`src/rtl/spike_rate_decoder.sv`:
```
// spike_rate_decoder: counts spikes per programmable window and hands each rate out over valid/ready
module spike_rate_decoder #(
  parameter int W = 8
) (
  input  logic         clk,
  input  logic         rst,
  input  logic         enable,
  input  logic [W-1:0] window_len,
  input  logic         spike_in,
  output logic [W-1:0] rate_out,
  output logic         rate_valid,
  input  logic         rate_ready,
  output logic         overrun,
  output logic         busy
);
  typedef enum logic {IDLE, COUNT} state_t;
  state_t state;
  logic [W-1:0] len_q, cyc, cnt, cnt_next;
  logic term, res, hs, load;
  always_comb begin
    cnt_next = (&cnt) ? cnt : cnt + W'(spike_in);
    term = cyc == len_q - W'(1);
    res = state == COUNT && term;
    hs = rate_valid && rate_ready;
    load = res && (!rate_valid || hs);
  end
  always_ff @(posedge clk) begin
    if (rst) begin
      state <= IDLE;
      busy <= 1'b0;
      len_q <= '0;
      cyc <= '0;
      cnt <= '0;
      rate_out <= '0;
      rate_valid <= 1'b0;
      overrun <= 1'b0;
    end else begin
      state <= enable ? COUNT : IDLE;
      busy <= enable;
      if (state == IDLE ? enable : enable && term) begin
        len_q <= window_len;
        cyc <= '0;
        cnt <= '0;
      end else if (state == COUNT) begin
        cyc <= cyc + W'(1);
        cnt <= cnt_next;
      end
      if (load) begin
        rate_out <= cnt_next;
        rate_valid <= 1'b1;
      end else if (hs) begin
        rate_valid <= 1'b0;
      end
      if (res && rate_valid && !rate_ready) overrun <= 1'b1;
    end
  end
endmodule

```
`config.mk`:
```
export PLATFORM = sky130hd
export DESIGN_NAME = spike_rate_decoder
export DESIGN_NICKNAME = d
export VERILOG_FILES = /design/src/rtl/spike_rate_decoder.sv
export SDC_FILE = /design/constraint.sdc
export NUM_CORES = 1
export LEC_CHECK = 0
export CAP_MARGIN = 5
export CORE_ASPECT_RATIO = 0.9
export CORE_UTILIZATION = 55
export DETAILED_ROUTE_END_ITERATION = 8
export GPL_ROUTABILITY_DRIVEN = 1
export PLACE_DENSITY = 0.78
export RECOVER_POWER = 50
export SLEW_MARGIN = 20
export SYNTH_ARGS = -nofsm -noshare
export SYNTH_HDL_FRONTEND = slang
export SYNTH_SLANG_ARGS = --single-unit
```
`constraint.sdc`:
```
create_clock -name clk -period 2.55 [get_ports clk]
set_input_delay 0.51 -clock clk [delete_from_list [all_inputs] [get_ports clk]]
set_output_delay 0.51 -clock clk [all_outputs]
set_load 0.05 [all_outputs]
```
==> impl_metrics.yaml, run 1 <==
run_status:
  status: "finished clean"
logic_synthesis:
  avgSynthCellArea_um2: 9.18
  async_reset_ff_share_pct: 0
  synth_edf_count: 0
  ys_ff_latch: 35
  synth_flop_cell: "dfxtp_1"
  syn_inst: 236
  ys_seq_area_share_pct: 32.4
  yosys.area.top_type: "dfxtp_1"
  yosys.area.top_type_share_pct: 32.4
  synthTopCellsByArea: "dfxtp_1 32%, xnor2_1 5.3%, a221o_1 3.7%, a31o_2 3.2%, nand2_1 2.4%"
  ys_warn_count: 0
  syn-cell-area_mm2: 0.00217
  ys_types: 53
  synth_fp_nets: 253
finish:
  syn_to_final_growth_pct: 13.7
  nNetsFinal: 273
  antennaDiodeCount: 0
  drive_gt1_share_pct: 14.8
  nFillCells: 312
  utilization_pct: 66.0
detailed_routing:
  num_vias: 1851
  drtIter0Drc: 170
  drc: 0
  drtAntennaViolNets: 0
  wl_per_cell_um: 16.0
  via_per_inst: 6.11
  wirelength_um: 4850
  dr.pass1.iters: 7
power_and_ir_drop:
  total_power_mw: 1.20
  p_per_area_mw_per_mm2: 487
  p_leak_nw: 0.970
  peakVddDrop_uv: 297
die:
  die_area_mm2: 0.00419
  ios: 24
  start_util_pct: 58.0
  rows: 21
  die_h_um: 61.5
  core_mm2: 0.00373
  dieWidth_um: 68.1
worst_setup_path:
  path_buf_inv: 1
  worst-path-stages: 8
  cp_max_fo: 8
  cp-start-kind: "flop"
  cp.arrival_ns: 2.56
  crit_required_ns: 2.74
  cpPeakStageDelay_ns: 0.37
  rr_startpoint: "len_q[1]$_SDFFE_PP0P_"
  r2r-end: "rate_out[1]$_SDFFE_PP0P_"
  r2r_cells: 8
  endpoint: "rate_out[1]$_SDFFE_PP0P_"
  crit_chain: "inv_1 -> ha_1 -> and2b_1 -> or3_1 -> a31o_4 -> nor2_8 -> o211a_1 -> mux2_2"
  path_class: "reg -> reg"
  crit_path_start: "len_q[1]$_SDFFE_PP0P_"
  slowest_stage: "dfxtp_1"
  crit_path_end_kind: "flop"
  rrSetupSlack_ns: 0.18
  critPathTopFamily: "simple AND/OR/NAND/NOR gates"
grt:
  antenna_found_initial: 0
  overflow: 0
  grt_pass1_wl_um: 7710
  grt_pass1_vias: 1565
  grt_max_degree: 38
  grt_usage_pct: 25.4
timing:
  finalSetupViolCount: 0
  hold_ws_ns: 0.454
  tightest_slew_ns: 0.774
  finalSetupTns_ns: 0
  maxSlewHeadroom_pct: 48.4
  fin_crit_ns: 2.37
  finClkSkew_ns: 0.00578
  drv_slew: 0
  finalCritPeriodShare_pct: 93.0
  rsz0062_at_grt: "false"
  hold_violations: 0
  setup_slack_ns: 0.179
  timing.fmax_mhz: 422
clock_network:
  cts_setup_buffers: 0
  cts_tree: "built"
  cts_resized: 0
  cts.sinks: 35
  h-tree-depth: 2
  clk_pin_slew_ns: 0.07
  cts_buffer_depth: 2
  cts_root_buffer: "clkbuf_8"
  clk_latency_ns: 0.30
  cts-hold-fix-buffers: 0
  cts_buffers: 5
placed_design:
  globalplace.congestion: 0.813
  port_buffers: 23
  dp_hpwl_um: 3310
  dpl_worst_slack_ns: 0.174
run:
  max_cap_viol_count: 0
hold_path:
  hold_path_class: "reg -> reg"
## cells in the final DEF (no fill, tap or decap), types with 3 or more instances in the layout
cell,netlist,routed
a211o_1,3,3
a21oi_1,7,7
a221o_1,8,8
a31o_2,8,8
a31oi_1,4,4
and3_1,5,5
buf_4,0,6
clkbuf_8,0,5
clkdlybuf4s50_1,0,12
dfxtp_1,35,35
dlygate4sd3_1,0,11
ha_1,4,4
inv_1,5,5
mux2_1,3,3
mux2_2,4,4
mux2i_1,4,4
nand2_1,14,14
nand3_1,9,9
nand4_1,6,6
nor2_1,14,14
nor2b_1,8,8
nor3_1,9,9
nor3b_1,7,7
nor4_1,5,8
o21ai_0,4,4
xnor2_1,13,13
xor2_1,6,6
## how the worst min path moves through the flow
stage / cells after the start / slack, ns / from / to
2_1_floorplan: 1 / 0.49 / len_q[7]$_SDFFE_PP0P_ / len_q[7]$_SDFFE_PP0P_
3_3_place_gp: 2 / 0.44 / overrun$_SDFFE_PP0P_ / overrun$_SDFFE_PP0P_
3_5_place_dp: 2 / 0.44 / overrun$_SDFFE_PP0P_ / overrun$_SDFFE_PP0P_
4_1_cts: 2 / 0.45 / overrun$_SDFFE_PP0P_ / overrun$_SDFFE_PP0P_
5_1_grt: 2 / 0.46 / overrun$_SDFFE_PP0P_ / overrun$_SDFFE_PP0P_
6_report: 2 / 0.45 / overrun$_SDFFE_PP0P_ / overrun$_SDFFE_PP0P_
## metal layers
| layer | part of all wire (%) | global-route usage (%) |
|---|---|---|
| met1 | 49 | 37.3 |
| met2 | 43 | 34.6 |
| met3 | 7.1 | 7.41 |
| met4 | 1.3 | 8.93 |
| met5 | 0 | 0 |
## final cells by class
type | count | area (um2) | area share (%)
clock buffer | 7 | 76.3 | 3.10
clock inverter | 1 | 5.00 | 0.203
inverter | 6 | 22.5 | 0.915
multi-input combinational | 178 | 1320 | 53.6
sequential | 35 | 701 | 28.5
tap | 46 | 57.6 | 2.34
timing repair buffer | 30 | 280 | 11.4
## cell families after synthesis
group                      share of synthesized area (%)
buffers and inverters                               4.79
adders and majority gates                           2.31
AOI/OAI and AO/OA                                   20.6
DFF                                                 32.4
and+or+nand+nor                                     26.7
muxes                                               5.49
xor gates and xnor gates                            7.68
## power by group
part / switching [mW] / internal, mW / total [mW]
sequential: 0.0247 / 0.561 / 0.586
clock: 0.208 / 0.192 / 0.400
combinational: 0.115 / 0.0985 / 0.213
total: 0.348 / 0.852 / 1.20
## worst reg2reg max path, cell delays in order (launching register included)
cell     delay [ns]
dfxtp_1        0.37
inv_1          0.07
ha_1           0.28
and2b_1        0.20
or3_1          0.36
a31o_4         0.27
nor2_8         0.15
o211a_1        0.24
mux2_2         0.34
## state kept, by name, indices dropped and copies added, names as in the netlist
name / flops
len_q: 8
cyc: 8
cnt: 8
rate_out: 8
busy: 1
overrun: 1
rate_valid: 1
## per-stage QoR
stage / cell area (um2) / instances
floorplan: 2170 / 236
global placement: 2420 / 295
detailed placement: 2420 / 295
CTS: 2510 / 303
global route: 2460 / 303
finish: 2460 / 303
## synthesized netlist by cell type, types with 3 or more instances
library cell  instances
nor2_1               14
mux2_1                3
a211o_1               3
a221o_1               8
o21ai_0               4
nand2_1              14
a31o_2                8
nor2b_1               8
ha_1                  4
xnor2_1              13
mux2_2                4
mux2i_1               4
a31oi_1               4
nor4_2                4
xor2_1                6
nand4_1               6
nor4_1                5
a21oi_1               7
nand3_1               9
dfxtp_1              35
nor3b_1               7
nor3_1                9
clkbuf_1             13
and3_1                5
inv_1                 5
Power figures use the tool's default switching activity.
==> run 2, diff against run 1 <==
==> constraint.sdc (replaced) <==
create_clock -name clk -period 2.85 [get_ports clk]
set_input_delay 0.57 -clock clk [delete_from_list [all_inputs] [get_ports clk]]
set_output_delay 0.57 -clock clk [all_outputs]
set_load 0.05 [all_outputs]
==> run 2 against run 1 <==
  * Via count is 1.1% lower
  * Critical path type unchanged
  * Wire length decreased by 0.45%
  * Global-route usage up 0.18 points
  * Highest routed layer unchanged
  * Count of clock-buffer cells in the layout unchanged
  * Cell count unchanged
  * Worst setup slack improved by 0.11 ns
  * Sequential cell count did not move
  * Register-to-register slack better by 0.11 ns
==> impl_metrics.yaml, run 2 (synthesized netlist as in run 1, its figures left out) <==
placed_design:
  port_buffers: 23
  dpl_worst_slack_ns: 0.415
  post_dp_cell_area_mm2: 0.00242
  dp_hpwl_um: 3430
  globalplace.congestion: 0.817
worst_setup_path:
  critPathTopFamily: "simple AND/OR/NAND/NOR gates"
  rr_startpoint: "len_q[0]$_SDFFE_PP0P_"
  crit_required_ns: 3.02
  crit_chain: "inv_1 -> ha_1 -> and2b_1 -> or3_1 -> a31o_4 -> nor2_8 -> o211ai_1 -> mux2_1"
  r2r_cells: 8
  cp.arrival_ns: 2.73
  cp-start-kind: "flop"
  r2r-end: "rate_out[4]$_SDFFE_PP0P_"
  cp_max_fo: 8
  cpPeakStageDelay_ns: 0.41
  path_class: "reg -> reg"
  path_buf_inv: 1
  rrSetupSlack_ns: 0.29
  crit_path_end_kind: "flop"
  worst-path-stages: 8
  slowest_stage: "dfxtp_1"
die:
  rows: 21
  dieWidth_um: 68.1
  die_h_um: 61.5
  ios: 24
  die_area_mm2: 0.00419
  start_util_pct: 58.0
  core_mm2: 0.00373
timing:
  timing.fmax_mhz: 391
  finClkSkew_ns: 0.00386
  finalSetupTns_ns: 0
  maxSlewHeadroom_pct: 28.4
  fin_crit_ns: 2.56
  finalCritPeriodShare_pct: 89.7
  drv_slew: 0
  hold_violations: 0
  setup_slack_ns: 0.294
  rsz0062_at_grt: "false"
  tightest_slew_ns: 1.07
  finalSetupViolCount: 0
grt:
  grt_usage_pct: 25.6
  grt_pass1_wl_um: 7910
  grt_pass1_vias: 1638
  antenna_found_initial: 0
  grt_max_degree: 22
  overflow: 0
detailed_routing:
  dr.pass1.iters: 5
  dr_wl_met2_um: 2080
  drtIter0Drc: 126
  wl_met1_um: 2500
  drtAntennaViolNets: 0
  via_per_inst: 6.04
  wirelength_um: 4830
  num_vias: 1831
  top_layer: "met4"
  wl_per_cell_um: 15.9
  routed-wl-met3_um: 210
  drc: 0
finish:
  finalInstanceArea_mm2: 0.00248
  nNetsFinal: 273
  antennaDiodeCount: 0
  multi_input_area_mm2: 0.00134
  drive_gt1_share_pct: 14.8
  layout_common_cells: "35 x dfxtp_1, 14 x nand2_1, 14 x nor2_1"
  syn_to_final_growth_pct: 14.3
  regArea_um2: 701
  final_common_cell: "dfxtp_1"
  nFillCells: 322
clock_network:
  clk_pin_slew_ns: 0.07
  h-tree-depth: 2
  cts_tree: "built"
  cts-hold-fix-buffers: 0
  cts_setup_buffers: 0
  clk_latency_ns: 0.28
  cts_resized: 0
  cts_buffer_depth: 2
  cts.sinks: 35
  cts_root_buffer: "clkbuf_8"
  cts_buffers: 5
power_and_ir_drop:
  p_per_area_mw_per_mm2: 430
  p_leak_nw: 0.966
  peakVddDrop_uv: 254
hold_path:
  hold_path_class: "reg -> reg"
  hold_depth: 2
  hp-start: "overrun$_SDFFE_PP0P_"
  whs_endpoint: "overrun$_SDFFE_PP0P_"
run_status:
  status: "finished clean"
run:
  max_cap_viol_count: 0
run 2: worst max path at each step:
stage | from | to | slack (ns)
final | len_q[0]$_SDFFE_PP0P_ | rate_out[4]$_SDFFE_PP0P_ | 0.29
after global routing | len_q[0]$_SDFFE_PP0P_ | rate_out[4]$_SDFFE_PP0P_ | 0.18
after CTS | len_q[0]$_SDFFE_PP0P_ | rate_out[1]$_SDFFE_PP0P_ | 0.40
after detailed placement | spike_in | rate_out[7]$_SDFFE_PP0P_ | 0.42
after global placement | len_q[0]$_SDFFE_PP0P_ | rate_out[0]$_SDFFE_PP0P_ | 0.47
after floorplan | len_q[0]$_SDFFE_PP0P_ | rate_out[0]$_SDFFE_PP0P_ | 0.55
run 2: area by class of cell:
type	count	share of cell area, %
well taps	46	2.32
inverters	6	0.910
flip-flops and latches	35	28.3
multi-input cells	178	53.9
clock inverters	1	0.202
repair buffers	30	11.3
clock buffers	7	3.08
run 2: worst reg2reg max path: cells and delay by family, from the launching register on:
| kind | cells | cell delay [ns] |
|---|---|---|
| adders and majority gates | 1 | 0.29 |
| muxes | 1 | 0.40 |
| AOI/OAI and AO/OA | 2 | 0.57 |
| DFF | 1 | 0.41 |
| and+or+nand+nor | 3 | 0.69 |
| buffers and inverters | 1 | 0.08 |
run 2: metrics by stage:
stage	instances	hold WS [ns]	power [mW]	util, %
floorplan	236	0.493	0.675	-
global placement	295	0.436	0.725	65.0
detailed placement	295	0.448	0.728	65.0
CTS	303	0.460	1.07	67.2
global route	303	0.487	1.12	66.4
finish	303	0.451	1.06	66.4
run 2: power by group:
| part | switching, mW | leakage, nW | internal [mW] | total [mW] |
|---|---|---|---|---|
| registers | 0.0220 | 0.284 | 0.502 | 0.524 |
| clock network | 0.176 | 0.0422 | 0.172 | 0.348 |
| logic | 0.104 | 0.639 | 0.0875 | 0.191 |
run 2: metal layers:
metal / vias up / track usage (%)
met3: 5 / 5.37
met2: 36 / 36.7
met5: - / 0
met4: 0 / 6.85
li1: 918 / -
met1: 872 / 38.1
==> run 3, diff against run 2 <==
--- a/config.mk
+++ b/config.mk
@@ -7,10 +7,10 @@
 export LEC_CHECK = 0
 export CAP_MARGIN = 5
 export CORE_ASPECT_RATIO = 0.9
-export CORE_UTILIZATION = 55
+export CORE_UTILIZATION = 60
 export DETAILED_ROUTE_END_ITERATION = 8
-export GPL_ROUTABILITY_DRIVEN = 1
-export PLACE_DENSITY = 0.78
+export GPL_ROUTABILITY_DRIVEN = 0
+export PLACE_DENSITY = 0.84
 export RECOVER_POWER = 50
 export SLEW_MARGIN = 20
 export SYNTH_ARGS = -nofsm -noshare
==> run 3 against run 2 <==
  * Non-clock buffer count decreased by 1
  * Clock skew about the same
  * Count of clock-buffer cells in the layout increased by 1
  * Sequential share of layout area unchanged
  * Largest cell class unchanged
  * First-iteration DRC count increased by 47%
  * Worst setup slack got worse by 0.0068 ns
==> impl_metrics.yaml, run 3 (synthesized netlist as in run 1, its figures left out) <==
worst_setup_path:
  crit_required_ns: 3.02
  rr_startpoint: "len_q[0]$_SDFFE_PP0P_"
  crit_path_start: "len_q[0]$_SDFFE_PP0P_"
  path_class: "reg -> reg"
  r2r-end: "rate_out[3]$_SDFFE_PP0P_"
  r2r_cells: 8
  crit_path_end_kind: "flop"
  cp-start-kind: "flop"
  rrSetupSlack_ns: 0.29
  endpoint: "rate_out[3]$_SDFFE_PP0P_"
  cp_max_fo: 8
  cp.arrival_ns: 2.74
finish:
  finalInstanceArea_mm2: 0.00248
  multi_input_area_mm2: 0.00133
  nFillCells: 272
  nNetsFinal: 272
  fin_cells: 300
  regArea_um2: 701
  syn_to_final_growth_pct: 14.3
  antennaDiodeCount: 0
  layout_common_cells: "35 x dfxtp_1, 14 x nand2_1, 14 x nor2_1"
  drive_gt1_share_pct: 15.2
  final_common_cell: "dfxtp_1"
detailed_routing:
  via_per_inst: 6.23
  drtAntennaViolNets: 0
  wl_per_cell_um: 16.5
  dr.pass1.iters: 4
  drtIter0Drc: 185
  drc: 0
  wirelength_um: 4950
  num_vias: 1870
die:
  dieWidth_um: 65.3
  start_util_pct: 63.6
  rows: 20
  ios: 24
  core_mm2: 0.00340
  die_area_mm2: 0.00385
  die_h_um: 59.0
hold_path:
  hp-start: "overrun$_SDFFE_PP0P_"
  hold_path_class: "reg -> reg"
grt:
  grt_pass1_wl_um: 8280
  overflow: 0
  grt_max_degree: 38
  grt_pass1_vias: 1723
  antenna_found_initial: 0
  grt_usage_pct: 28.2
placed_design:
  port_buffers: 23
  placed_cells: 292
  dp_hpwl_um: 3370
  post_dp_cell_area_mm2: 0.00241
clock_network:
  cts_resized: 0
  cts-hold-fix-buffers: 0
  cts_tree: "built"
  h-tree-depth: 2
  cts_buffer_depth: 2
  cts_root_buffer: "clkbuf_8"
  cts_buffers: 5
  clk_pin_slew_ns: 0.07
  cts.sinks: 35
  clk_latency_ns: 0.29
  cts_setup_buffers: 0
power_and_ir_drop:
  total_power_mw: 1.10
  p_int_mw: 0.806
  p_sw_share_pct: 27.0
  peakVddDrop_uv: 324
  p_per_area_mw_per_mm2: 446
  p_switching_mw: 0.299
  clkPwrFrac_pct: 35.8
  comb_power_share_pct: 16.8
  p_leak_nw: 0.962
  power_frac_seq_pct: 47.4
run_status:
  status: "finished clean"
timing:
  tightest_slew_ns: 0.835
  drv_slew: 0
  hold_ws_ns: 0.448
  rsz0062_at_grt: "false"
  finalSetupTns_ns: 0
  hold_violations: 0
  finalSetupViolCount: 0
  timing.fmax_mhz: 390
  maxSlewHeadroom_pct: 44.3
  finClkSkew_ns: 0.00349
  fin_crit_ns: 2.56
  finalCritPeriodShare_pct: 89.9
run:
  max_cap_viol_count: 0
## run 3: cell count changes in the layout (fill, tap and decap cells not counted), sizes merged
| cell | delta |
|---|---|
| clkbuf | +1 |
| clkinv | -1 |
| buf | -1 |
## run 3: critical path, stage by stage (launching register included)
cell	delay, ns
dfxtp_1	0.40
inv_1	0.08
ha_1	0.29
and2b_1	0.18
or3_1	0.33
a31o_1	0.29
nor2_8	0.16
o211ai_1	0.30
mux2_1	0.41
## run 3: stage by stage
step | util, % | setup WS, ns
2_1_floorplan | - | 0.551
3_3_place_gp | 71.0 | 0.468
3_5_place_dp | 71.0 | 0.398
4_1_cts | 73.9 | 0.416
5_1_grt | 72.8 | 0.134
6_report | 72.8 | 0.287
## run 3: how the worst min path moves through the flow
stage                            endpoint  slack [ns]  cells past startpoint
floorplan           len_q[7]$_SDFFE_PP0P_        0.49                      1
global placement     overrun$_SDFFE_PP0P_        0.44                      2
detailed placement   overrun$_SDFFE_PP0P_        0.44                      2
CTS                  overrun$_SDFFE_PP0P_        0.46                      2
global route         overrun$_SDFFE_PP0P_        0.48                      2
finish               overrun$_SDFFE_PP0P_        0.45                      2
## run 3: final cells by class
| cell class | count | area share, % |
|---|---|---|
| multi-input cells | 178 | 53.5 |
| inverters | 6 | 0.910 |
| clock buffers | 8 | 4.04 |
| well taps | 44 | 2.22 |
| repair buffers | 29 | 11.0 |
| flip-flops and latches | 35 | 28.3 |
## run 3: layer usage
layer	GRT usage (%)	wire [um]	up-vias	part of all wire, %
li1	-	-	919	-
met5	0	0	-	0
met1	41.2	2440	897	49
met4	9.94	58	0	1.2
met2	42.0	2250	46	45
met3	4.62	196	8	4.0
## run 3: power groups by stage
stage / Sequential [mW] / Clock [mW] / Combinational (mW)
after floorplan: 0.530 / 0 / 0.145
after global placement: 0.533 / 0 / 0.187
after detailed placement: 0.534 / 0 / 0.193
after CTS: 0.523 / 0.398 / 0.194
after global routing: 0.525 / 0.421 / 0.203
final: 0.524 / 0.395 / 0.186
